### src/rtl/lbm_step_sequencer_if.sv
// ---------------------------------------------------------------------------
// lbm_step_sequencer_if
// Bundles the control traffic between the lattice-Boltzmann step sequencer
// and its surroundings (run control, divider handshake, RAM/register strobes).
//
// Handshake semantics (the only two exchanges on this bundle):
//   start/num_steps : single-cycle request, consumed only while busy=0; a
//                     request seen while busy=1 is dropped, never queued.
//   div_start/div_done : div_start is a one-cycle launch; the divider answers
//                     with div_done=1 for at least one cycle, and the
//                     sequencer only looks at div_done while it is waiting for
//                     that answer, so early or stale div_done pulses are
//                     harmless.
//
// Modports:
//   master : the sequencer (drives address, strobes, status).
//   slave  : the environment (drives start, num_steps, div_done).
// ---------------------------------------------------------------------------
interface lbm_step_sequencer_if #(
   parameter int ADDRESS_WIDTH = 8,
   parameter int STEP_WIDTH    = 16
);
   logic                     start;
   logic [STEP_WIDTH-1:0]    num_steps;
   logic                     div_done;
   logic [ADDRESS_WIDTH-1:0] address;
   logic                     WE_p_mem;
   logic                     WE_ux_mem;
   logic                     WE_uy_mem;
   logic                     WE_fin_mem;
   logic                     select_init;
   logic                     LD_EN_P;
   logic                     LD_EN_PUX;
   logic                     LD_EN_PUY;
   logic                     div_start;
   logic                     busy;
   logic                     done;
   logic [STEP_WIDTH-1:0]    step_count;

   modport master (
      input  start, num_steps, div_done,
      output address, WE_p_mem, WE_ux_mem, WE_uy_mem, WE_fin_mem, select_init,
             LD_EN_P, LD_EN_PUX, LD_EN_PUY, div_start, busy, done, step_count
   );

   modport slave (
      output start, num_steps, div_done,
      input  address, WE_p_mem, WE_ux_mem, WE_uy_mem, WE_fin_mem, select_init,
             LD_EN_P, LD_EN_PUX, LD_EN_PUY, div_start, busy, done, step_count
   );
endinterface

### src/rtl/lbm_step_sequencer.sv
// ---------------------------------------------------------------------------
// lbm_step_sequencer
// Control FSM for one lattice-Boltzmann run: initialise every cell of the
// p/ux/uy/fin RAMs, then run num_steps moment sweeps. Each sweep visits every
// cell: read, load the moment registers, launch the divider, wait for it,
// write p/ux/uy back.
//
// Ports:
//   Clk       : single clock, rising edge.
//   Reset     : synchronous, active-low.
//   bus       : lbm_step_sequencer_if.master (start, num_steps, div_done in;
//               address, RAM write enables, select_init, moment load enables,
//               div_start, busy, done, step_count out).
//   state_dbg : current FSM state encoding, for observation only.
//
// All outputs are decoded from registers only (Moore), so no input reaches an
// output in the same cycle.
// ---------------------------------------------------------------------------
module lbm_step_sequencer #(
   parameter int GRID_DIM      = 256,
   parameter int ADDRESS_WIDTH = $clog2(GRID_DIM),
   parameter int STEP_WIDTH    = 16
) (
   input  logic                  Clk,
   input  logic                  Reset,
   lbm_step_sequencer_if.master  bus,
   output logic [3:0]            state_dbg
);

   typedef enum logic [3:0] {
      IDLE     = 4'd0,
      INIT_WR  = 4'd1,
      MOM_RD   = 4'd2,
      MOM_LD   = 4'd3,
      DIV_REQ  = 4'd4,
      DIV_WAIT = 4'd5,
      MOM_WR   = 4'd6,
      STEP_END = 4'd7,
      DONE     = 4'd8
   } state_t;

   localparam logic [ADDRESS_WIDTH-1:0] LAST_ADDR = ADDRESS_WIDTH'(GRID_DIM - 1);

   state_t                  state_q,      state_d;
   logic [ADDRESS_WIDTH-1:0] address_q,   address_d;
   logic [STEP_WIDTH-1:0]    step_count_q, step_count_d;
   logic [STEP_WIDTH-1:0]    num_steps_q,  num_steps_d;

   // Step count after the sweep that is finishing in STEP_END.
   logic [STEP_WIDTH-1:0]    step_count_inc;

   always_ff @(posedge Clk) begin
      if (!Reset) begin
         state_q      <= IDLE;
         address_q    <= '0;
         step_count_q <= '0;
         num_steps_q  <= '0;
      end else begin
         state_q      <= state_d;
         address_q    <= address_d;
         step_count_q <= step_count_d;
         num_steps_q  <= num_steps_d;
      end
   end

   // Next-state logic. num_steps is captured once in IDLE, so later changes
   // on the input (or further start pulses) cannot disturb a run.
   always_comb begin
      state_d        = state_q;
      address_d      = address_q;
      step_count_d   = step_count_q;
      num_steps_d    = num_steps_q;
      step_count_inc = step_count_q + STEP_WIDTH'(1);

      case (state_q)
         IDLE: begin
            if (bus.start) begin
               num_steps_d  = bus.num_steps;
               address_d    = '0;
               step_count_d = '0;
               state_d      = INIT_WR;
            end
         end
         INIT_WR: begin
            if (address_q == LAST_ADDR) begin
               address_d = '0;
               state_d   = (num_steps_q != '0) ? MOM_RD : DONE;
            end else begin
               address_d = address_q + ADDRESS_WIDTH'(1);
            end
         end
         MOM_RD:   state_d = MOM_LD;   // RAM read latency slot
         MOM_LD:   state_d = DIV_REQ;
         DIV_REQ:  state_d = DIV_WAIT;
         DIV_WAIT: begin
            if (bus.div_done) begin
               state_d = MOM_WR;
            end
         end
         MOM_WR: begin
            if (address_q == LAST_ADDR) begin
               address_d = '0;
               state_d   = STEP_END;
            end else begin
               address_d = address_q + ADDRESS_WIDTH'(1);
               state_d   = MOM_RD;
            end
         end
         STEP_END: begin
            step_count_d = step_count_inc;
            state_d      = (step_count_inc == num_steps_q) ? DONE : MOM_RD;
         end
         DONE:     state_d = IDLE;
         default:  state_d = IDLE;
      endcase
   end

   // Output decode from the state register only.
   always_comb begin
      bus.WE_p_mem    = 1'b0;
      bus.WE_ux_mem   = 1'b0;
      bus.WE_uy_mem   = 1'b0;
      bus.WE_fin_mem  = 1'b0;
      bus.select_init = 1'b0;
      bus.LD_EN_P     = 1'b0;
      bus.LD_EN_PUX   = 1'b0;
      bus.LD_EN_PUY   = 1'b0;
      bus.div_start   = 1'b0;
      bus.busy        = (state_q != IDLE);
      bus.done        = 1'b0;

      case (state_q)
         INIT_WR: begin
            bus.WE_p_mem    = 1'b1;
            bus.WE_ux_mem   = 1'b1;
            bus.WE_uy_mem   = 1'b1;
            bus.WE_fin_mem  = 1'b1;
            bus.select_init = 1'b1;
         end
         MOM_LD: begin
            bus.LD_EN_P   = 1'b1;
            bus.LD_EN_PUX = 1'b1;
            bus.LD_EN_PUY = 1'b1;
         end
         DIV_REQ: bus.div_start = 1'b1;
         // p is rewritten from the p register together with the velocities.
         MOM_WR: begin
            bus.WE_p_mem  = 1'b1;
            bus.WE_ux_mem = 1'b1;
            bus.WE_uy_mem = 1'b1;
         end
         DONE:    bus.done = 1'b1;
         default: ;
      endcase
   end

   assign bus.address    = address_q;
   assign bus.step_count = step_count_q;
   assign state_dbg      = state_q;

endmodule

### src/flat_wrapper.sv
// flat-port wrapper written by rule: the top's interface ports become plain ports
module lbm_step_sequencer_flat 
#(
   parameter int GRID_DIM      = 256,
   parameter int ADDRESS_WIDTH = $clog2(GRID_DIM),
   parameter int STEP_WIDTH    = 16
)
  (Clk, Reset, state_dbg, bus_start, bus_num_steps, bus_div_done, bus_address, bus_WE_p_mem, bus_WE_ux_mem, bus_WE_uy_mem, bus_WE_fin_mem, bus_select_init, bus_LD_EN_P, bus_LD_EN_PUX, bus_LD_EN_PUY, bus_div_start, bus_busy, bus_done, bus_step_count);
  lbm_step_sequencer_if #(.ADDRESS_WIDTH(ADDRESS_WIDTH), .STEP_WIDTH(STEP_WIDTH)) bus_i ();
  input  logic Clk;
  input  logic Reset;
  output logic [3:0] state_dbg;
  input wire logic [$bits(bus_i.start)-1:0] bus_start;
  input wire logic [$bits(bus_i.num_steps)-1:0] bus_num_steps;
  input wire logic [$bits(bus_i.div_done)-1:0] bus_div_done;
  output wire logic [$bits(bus_i.address)-1:0] bus_address;
  output wire logic [$bits(bus_i.WE_p_mem)-1:0] bus_WE_p_mem;
  output wire logic [$bits(bus_i.WE_ux_mem)-1:0] bus_WE_ux_mem;
  output wire logic [$bits(bus_i.WE_uy_mem)-1:0] bus_WE_uy_mem;
  output wire logic [$bits(bus_i.WE_fin_mem)-1:0] bus_WE_fin_mem;
  output wire logic [$bits(bus_i.select_init)-1:0] bus_select_init;
  output wire logic [$bits(bus_i.LD_EN_P)-1:0] bus_LD_EN_P;
  output wire logic [$bits(bus_i.LD_EN_PUX)-1:0] bus_LD_EN_PUX;
  output wire logic [$bits(bus_i.LD_EN_PUY)-1:0] bus_LD_EN_PUY;
  output wire logic [$bits(bus_i.div_start)-1:0] bus_div_start;
  output wire logic [$bits(bus_i.busy)-1:0] bus_busy;
  output wire logic [$bits(bus_i.done)-1:0] bus_done;
  output wire logic [$bits(bus_i.step_count)-1:0] bus_step_count;
  assign bus_i.start = bus_start;
  assign bus_i.num_steps = bus_num_steps;
  assign bus_i.div_done = bus_div_done;
  assign bus_address = bus_i.address;
  assign bus_WE_p_mem = bus_i.WE_p_mem;
  assign bus_WE_ux_mem = bus_i.WE_ux_mem;
  assign bus_WE_uy_mem = bus_i.WE_uy_mem;
  assign bus_WE_fin_mem = bus_i.WE_fin_mem;
  assign bus_select_init = bus_i.select_init;
  assign bus_LD_EN_P = bus_i.LD_EN_P;
  assign bus_LD_EN_PUX = bus_i.LD_EN_PUX;
  assign bus_LD_EN_PUY = bus_i.LD_EN_PUY;
  assign bus_div_start = bus_i.div_start;
  assign bus_busy = bus_i.busy;
  assign bus_done = bus_i.done;
  assign bus_step_count = bus_i.step_count;
  lbm_step_sequencer #(.GRID_DIM(GRID_DIM), .ADDRESS_WIDTH(ADDRESS_WIDTH), .STEP_WIDTH(STEP_WIDTH)) u_core (.Clk(Clk), .Reset(Reset), .bus(bus_i), .state_dbg(state_dbg));
endmodule
### config.mk
export PLATFORM = sky130hd
export DESIGN_NAME = lbm_step_sequencer_flat
export DESIGN_NICKNAME = d
export VERILOG_FILES = /design/src/rtl/lbm_step_sequencer_if.sv /design/src/rtl/lbm_step_sequencer.sv /design/src/flat_wrapper.sv
export SDC_FILE = /design/constraint.sdc
export NUM_CORES = 1
export LEC_CHECK = 0
export ABC_AREA = 1
export CELL_PAD_IN_SITES_DETAIL_PLACEMENT = 1
export CELL_PAD_IN_SITES_GLOBAL_PLACEMENT = 1
export CORE_MARGIN = 8
export CORE_UTILIZATION = 36
export CTS_BUF_LIST = sky130_fd_sc_hd__clkbuf_2
export DETAILED_ROUTE_END_ITERATION = 8
export PLACE_DENSITY = 0.84
export REMOVE_ABC_BUFFERS = 1
export SYNTH_ARGS = -nofsm -noshare
export SYNTH_HDL_FRONTEND = slang
export SYNTH_SLANG_ARGS = --single-unit
### constraint.sdc
create_clock -name Clk -period 2.5 [get_ports Clk]
set_input_delay 0.625 -clock Clk [delete_from_list [all_inputs] [get_ports Clk]]
set_output_delay 0.625 -clock Clk [all_outputs]
set_load 0.1 [all_outputs]
Word-level counts from Yosys, hierarchy flattened
Cells that the tools add are included.
W data, S select, Z words.
{"block": "classes", "n_addsub": 2, "mul": 0, "div": 0, "magnitude_cmp": 0, "eq_ne": 13, "shifts": 0, "mux": 17, "n_bitwise": 0, "n_reduce_logical": 10}
{"cell": "$pmux W16 S2", "count": 1}
{"cell": "$pmux W4 S8", "count": 1}
{"cell": "$mux W4", "count": 5}
{"cell": "$add A16 B1 Y16 const B", "count": 1}
{"cell": "$eq A16 B16 Y1", "count": 1}
{"cell": "$eq A4 B3 Y1 const B", "count": 4}
{"cell": "$mux W16", "count": 1}
{"cell": "$mux W8", "count": 2}
{"cell": "$pmux W8 S2", "count": 1}
{"cell": "$reduce_bool A16 Y1", "count": 1}
{"cell": "$add A8 B1 Y8 const B", "count": 1}
{"cell": "$eq A4 B2 Y1 const B", "count": 2}
{"cell": "$eq A8 B8 Y1 const B", "count": 1}
{"cell": "$reduce_and A2 Y1", "count": 3}
{"cell": "$mux W1", "count": 5}
{"cell": "$eq A4 B1 Y1 const B", "count": 1}
{"cell": "$eq A4 B4 Y1 const B", "count": 1}
{"cell": "$logic_not A4 Y1", "count": 1}
{"cell": "$ne A2 B2 Y1 const B", "count": 2}
{"cell": "$reduce_bool A2 Y1", "count": 2}
{"cell": "$reduce_bool A4 Y1", "count": 1}
{"cell": "$mux W3", "count": 1}
{"cell": "$reduce_and A3 Y1", "count": 1}
{"cell": "$ne A2 B1 Y1 const B", "count": 1}
{"cell": "$reduce_or A2 Y1", "count": 1}
{"block": "totals", "regBits": 44, "latch_bits": 0, "ramBits": 0, "rom_bits": 0, "inputBits": 20, "elab_cells": 46, "mem_count": 0}

Longest topological paths before layout
{"block": "depth", "ltp_word": 4, "ltp_mapped": 16, "mapped_depth_nobuf": 16}

Least setup slack after synthesis
Ideal clock, no wire load.
{"block": "synth_timing", "path_type": "flip-flop to output port", "from": "register u_core.state_q[0], in the netlist u_core.state_dbg[0]", "to": "output bus_LD_EN_PUX", "arrival_ns": 4.106, "setup_slack_ns": -2.231, "path_stages_with_launch": 4, "n_path_buf": 1, "cell_sequence": "dfxtp_1 inv_1 nor3_1 buf_4"}
{"block": "synth_via", "elab_chain_cells": 2}
{"item": "start, declared", "line_no": "lbm_step_sequencer.sv:44", "source": "state_t state_q, state_d;"}
{"item": "start signal, assigned", "line_no": "lbm_step_sequencer.sv:59", "source": "state_q <= state_d;"}
{"item": "$eq A4 B2 Y1"}
{"item": "$mux W1"}
{"item": "end, declared", "line_no": "flat_wrapper.sv:23", "source": "output wire logic [$bits(bus_i.LD_EN_PUX)-1:0] bus_LD_EN_PUX;"}
Every way passes these cells.

Worst setup path in the final report
{"block": "layout_timing", "from": "register u_core.state_q[0], in the netlist u_core.state_dbg[0]", "to": "output bus_WE_ux_mem"}
{"block": "layout_via", "elab_chain_cells": 3, "elab_cells_between_ends": 4, "cone_classes": "eq/ne: 2; mux: 1; reduce/logical: 1"}
{"item": "$eq A4 B3 Y1 or $eq A4 B1 Y1 (tied branches)", "line_no": "lbm_step_sequencer.sv:132", "source": "case (state_q)"}
{"item": "$reduce_or A2 Y1 (no source line) *"}
{"item": "$mux W1 *", "line_no": "lbm_step_sequencer.sv:132"}
{"item": "end, declared", "line_no": "flat_wrapper.sv:18", "source": "output wire logic [$bits(bus_i.WE_ux_mem)-1:0] bus_WE_ux_mem;"}
Mark *: on every way between the ends. The rest lies on a longest branch, timed or not.

==> metrics.txt <==
# TYPE chip_impl_metric gauge
chip_impl_info{name="status",value="completed"} 1
chip_impl_metric{name="ys.warnings.count",unit=""} 0
chip_impl_metric{name="totalWireLength",unit="mm"} 9.259
chip_impl_metric{name="fp.coreArea",unit="um^2"} 7253
chip_impl_metric{name="placement.setup.worst_slack",unit="ps"} 267.8
chip_impl_metric{name="slew_headroom",unit=""} 0.6114
chip_impl_info{name="cts_tree",value="yes"} 1
chip_impl_metric{name="diodes",unit=""} 0
chip_impl_metric{name="area_growth",unit="%"} 29.20
chip_impl_info{name="post-synth-top-area-cell",value="sky130_fd_sc_hd__dfxtp_1"} 1
chip_impl_metric{name="cts_max_path_buffers",unit=""} 2
chip_impl_metric{name="drt-pass1-iter-count",unit=""} 4
chip_impl_metric{name="achievable-frequency",unit="GHz"} 0.4206
chip_impl_metric{name="timing.final.ws_setup",unit="ps"} 122.7
chip_impl_info{name="critical_path.cell_chain",value="inv_1, nand2_1, o21ai_4, buf_12"} 1
chip_impl_metric{name="finalMaxSlewViolations",unit=""} 0
chip_impl_metric{name="number_of_buffers_created_by_cts",unit=""} 5
chip_impl_metric{name="initialDrtViolationCount",unit=""} 110
chip_impl_metric{name="synth.ff_latch_count",unit=""} 44
chip_impl_metric{name="grt_start_max_net_pins",unit=""} 33
chip_impl_metric{name="worst_ep_arrival_time",unit="ps"} 1750
chip_impl_metric{name="floorplan.initialDensity",unit=""} 0.3704
chip_impl_metric{name="post_synth_instance_area",unit="um^2"} 2686
chip_impl_metric{name="clock_skews",unit="ps"} 20.21
chip_impl_metric{name="post-route-period-util",unit=""} 0.9509
chip_impl_metric{name="timing.critical_path.required",unit="ps"} 1880
chip_impl_metric{name="hold-worst-slack",unit="ps"} 507.5
chip_impl_metric{name="synthDistinctLibCells",unit=""} 28
chip_impl_metric{name="fin_util",unit=""} 0.4785
chip_impl_metric{name="finalHoldViolCount",unit=""} 0
chip_impl_metric{name="global_route.usage.total",unit=""} 0.1828
chip_impl_metric{name="avg_inst_size_synth",unit="um^2"} 6.218
chip_impl_info{name="crit_path_end_kind",value="output pin"} 1
chip_impl_metric{name="antenna_found_initial",unit=""} 0
chip_impl_metric{name="overall_power_after_layout",unit="mW"} 2.920
chip_impl_metric{name="placed_instances",unit=""} 582
chip_impl_metric{name="grt_pass1_wl",unit="mm"} 15.12
chip_impl_metric{name="chipWidth",unit="um"} 102.4
chip_impl_metric{name="buffer_ports.inserted",unit=""} 58
chip_impl_metric{name="leakagePower",unit="nW"} 1.452
chip_impl_metric{name="finalWorstPathRequiredPeriod",unit="ps"} 2377
chip_impl_info{name="synthTopCellsByArea",value="sky130_fd_sc_hd__dfxtp_1 (33%), sky130_fd_sc_hd__nand2_1 (17%), sky130_fd_sc_hd__nand3_1 (10%)"} 1
chip_impl_metric{name="critical_path.max_stage_delay",unit="ps"} 410
chip_impl_metric{name="routabilityCongestion",unit=""} 0.8076
chip_impl_metric{name="max_cap_violations",unit=""} 0
chip_impl_metric{name="route.antenna.remaining_nets",unit=""} 0
chip_impl_metric{name="worstPathMaxFanout",unit=""} 6
chip_impl_info{name="clock_tree.root_cell",value="sky130_fd_sc_hd__clkbuf_2"} 1
chip_impl_metric{name="htreeDepth",unit=""} 2
chip_impl_metric{name="setup-violations-final",unit=""} 0
chip_impl_metric{name="finish.cell_count_without_fillers",unit=""} 591
chip_impl_metric{name="ioPinCount",unit=""} 59
chip_impl_metric{name="finish.net_count",unit=""} 513
chip_impl_metric{name="overflow",unit=""} 0
chip_impl_metric{name="ys_seq_area_frac",unit=""} 0.3279
chip_impl_metric{name="path_clk_slew",unit="ps"} 270
chip_impl_info{name="timing.critical_path.from_type",value="flop"} 1
chip_impl_metric{name="drcViolationCount",unit=""} 0
chip_impl_metric{name="route.vias.total",unit=""} 3025
chip_impl_metric{name="power.density",unit="nW/um^2"} 841.4
chip_impl_metric{name="worstSkewPairLatency",unit="ps"} 450
chip_impl_info{name="critical-path-slowest-cell",value="sky130_fd_sc_hd__dfxtp_1"} 1
chip_impl_metric{name="vdd.ir_drop.worst",unit="mV"} 1.060
chip_impl_metric{name="fill_cells",unit=""} 988
chip_impl_info{name="path_type_of_the_worst_setup_path",value="flop to output pin"} 1
chip_impl_metric{name="wire_per_inst",unit="um"} 15.67
chip_impl_metric{name="worst_pin_slew",unit="ps"} 582.2
chip_impl_metric{name="cts.sinks",unit=""} 44
chip_impl_metric{name="synthDominantCellAreaShare",unit=""} 0.3279
chip_impl_metric{name="dieHeight",unit="um"} 102.4
chip_impl_metric{name="post_route_cells_drive_above_1_share",unit=""} 0.1362
chip_impl_metric{name="rows",unit=""} 31
chip_impl_metric{name="postSynthCellCount",unit=""} 432
chip_impl_metric{name="routed_via_density",unit=""} 5.118
chip_impl_metric{name="grt_pass1_vias",unit=""} 3215
chip_impl_metric{name="floorplan.die_area",unit="um^2"} 10480
chip_impl_info{name="holdCritPathClass",value="flop to flop"} 1
chip_impl_metric{name="dp.final_hpwl",unit="mm"} 7.234
chip_impl_metric{name="setup.reg_to_reg.worst_slack",unit="ps"} 390
[through the flow]
step	setup TNS, ps	instance area (um^2)
final	0	3471
after global routing	-118.0	3471
after CTS	0	3456
after detailed placement	0	3398
after global placement	0	3398
after floorplan	-87350	2614
[layout by cell type (no fill, tap or decap)]
| master | count |
|---|---|
| sky130_fd_sc_hd__o22ai_1 | 1 |
| sky130_fd_sc_hd__o21ai_0 | 24 |
| sky130_fd_sc_hd__clkdlybuf4s50_1 | 19 |
| sky130_fd_sc_hd__clkinvlp_4 | 1 |
| sky130_fd_sc_hd__clkbuf_2 | 5 |
| sky130_fd_sc_hd__ha_1 | 2 |
| sky130_fd_sc_hd__o21ai_2 | 1 |
| sky130_fd_sc_hd__nor3_1 | 7 |
| sky130_fd_sc_hd__nand3_1 | 55 |
| sky130_fd_sc_hd__inv_1 | 54 |
| sky130_fd_sc_hd__a211oi_1 | 2 |
| sky130_fd_sc_hd__nor2_1 | 37 |
| sky130_fd_sc_hd__o21ai_4 | 1 |
| sky130_fd_sc_hd__inv_6 | 2 |
| sky130_fd_sc_hd__nor3_2 | 2 |
| sky130_fd_sc_hd__dfxtp_2 | 1 |
| sky130_fd_sc_hd__nand2_1 | 121 |
| sky130_fd_sc_hd__dfxtp_1 | 42 |
| sky130_fd_sc_hd__nor4_1 | 1 |
| sky130_fd_sc_hd__buf_4 | 37 |
| sky130_fd_sc_hd__xor2_1 | 2 |
| sky130_fd_sc_hd__a21oi_1 | 37 |
| sky130_fd_sc_hd__dfxtp_4 | 1 |
| sky130_fd_sc_hd__nor2_2 | 2 |
| sky130_fd_sc_hd__xnor3_1 | 1 |
| sky130_fd_sc_hd__nand2_2 | 1 |
| sky130_fd_sc_hd__nand3b_1 | 1 |
| sky130_fd_sc_hd__a221oi_1 | 2 |
| sky130_fd_sc_hd__nand4_1 | 13 |
| sky130_fd_sc_hd__nor2_4 | 3 |
| sky130_fd_sc_hd__o41ai_1 | 2 |
| sky130_fd_sc_hd__xnor2_1 | 2 |
| sky130_fd_sc_hd__buf_12 | 10 |
[cells by family after synthesis]
logic type,Yosys count,synth area share
AND/OR/NAND/NOR,243,0.3978
XOR/XNOR,5,0.02143
AO/OA/AOI/OAI,70,0.1411
flip-flops,44,0.3279
buffers and inverters,68,0.1025
adder cells (fa/ha/maj),2,0.009314
[layer usage]
metal / GRT usage / share of wire / vias to the layer above
li1: - / - / 1535
met1: 0.2052 / 0.42 / 1420
met2: 0.3298 / 0.51 / 62
met3: 0.04700 / 0.059 / 8
met4: 0.05305 / 0.010 / 0
met5: 0 / 0 / -
[worst paths after layout]
kind | depth (start not counted) | startpoint | endpoint
max | 4 | u_core.state_dbg[0]$_SDFFE_PN0P_ | bus_WE_ux_mem
min | 2 | u_core.num_steps_q[1]$_SDFFE_PN0P_ | u_core.num_steps_q[1]$_SDFFE_PN0P_
max reg2reg | 14 | u_core.bus.step_count[1]$_SDFFE_PN0P_ | u_core.state_dbg[1]$_SDFFE_PN0P_
min reg2reg | 2 | u_core.num_steps_q[1]$_SDFFE_PN0P_ | u_core.num_steps_q[1]$_SDFFE_PN0P_
[power by group]
part	internal [mW]	switching, mW
clock	0.0765	0.277
combinational	0.494	1.19
sequential	0.803	0.0804
total	1.37	1.55
[cell type report]
| cell class | instances | area [um^2] | share of cell area |
|---|---|---|---|
| Clock buffer | 5 | 25.02 | 0.007210 |
| Clock inverter | 3 | 25.02 | 0.007210 |
| Inverter | 54 | 202.7 | 0.05840 |
| Multi-Input combinational cell | 320 | 1540 | 0.4438 |
| Sequential cell | 44 | 885.9 | 0.2552 |
| Tap cell | 99 | 123.9 | 0.03569 |
| Timing Repair Buffer | 66 | 668.1 | 0.1925 |
[registers in the layout, summed over array words and instances (netlist names)]
signal and flops:
u_core.bus.address 8, u_core.bus.step_count 16, u_core.num_steps_q 16, u_core.state_dbg 4
[timing repair]
item	4_1_cts	5_1_grt
hold endpoints to repair	0	0
pin swaps	0	0
buffers inserted	0	1
setup endpoints to repair	3	7
gates resized for setup	1	4
hold buffers	0	0
[cell usage after synthesis]
cell type                  number
sky130_fd_sc_hd__nand3b_1       1
sky130_fd_sc_hd__nand2_1      121
sky130_fd_sc_hd__dfxtp_1       44
sky130_fd_sc_hd__xor2_1         2
sky130_fd_sc_hd__nand2_2        1
sky130_fd_sc_hd__o22ai_1        1
sky130_fd_sc_hd__clkbuf_1       6
sky130_fd_sc_hd__buf_2          1
sky130_fd_sc_hd__nor2_4         3
sky130_fd_sc_hd__inv_1         54
sky130_fd_sc_hd__nor3_1         7
sky130_fd_sc_hd__o21ai_2        2
sky130_fd_sc_hd__nor4_1         1
sky130_fd_sc_hd__nand3_1       55
sky130_fd_sc_hd__ha_1           2
sky130_fd_sc_hd__buf_1          2
sky130_fd_sc_hd__nor3_2         2
sky130_fd_sc_hd__o41ai_1        2
sky130_fd_sc_hd__a21oi_1       37
sky130_fd_sc_hd__a211oi_1       2
sky130_fd_sc_hd__buf_4          5
sky130_fd_sc_hd__nand4_1       13
sky130_fd_sc_hd__a221oi_1       2
sky130_fd_sc_hd__xnor2_1        2
sky130_fd_sc_hd__nor2_2         1
sky130_fd_sc_hd__xnor3_1        1
sky130_fd_sc_hd__nor2_1        38
sky130_fd_sc_hd__o21ai_0       24
[worst max-delay path, delay by kind of cell (launching register included)]
family                 cells  cell delay [ps]
AO/OA/AOI/OAI              1              310
buffers and inverters      2              410
flip-flops                 1              410
AND/OR/NAND/NOR            1              170
Note: power is estimated with default switching activity, not from simulation.
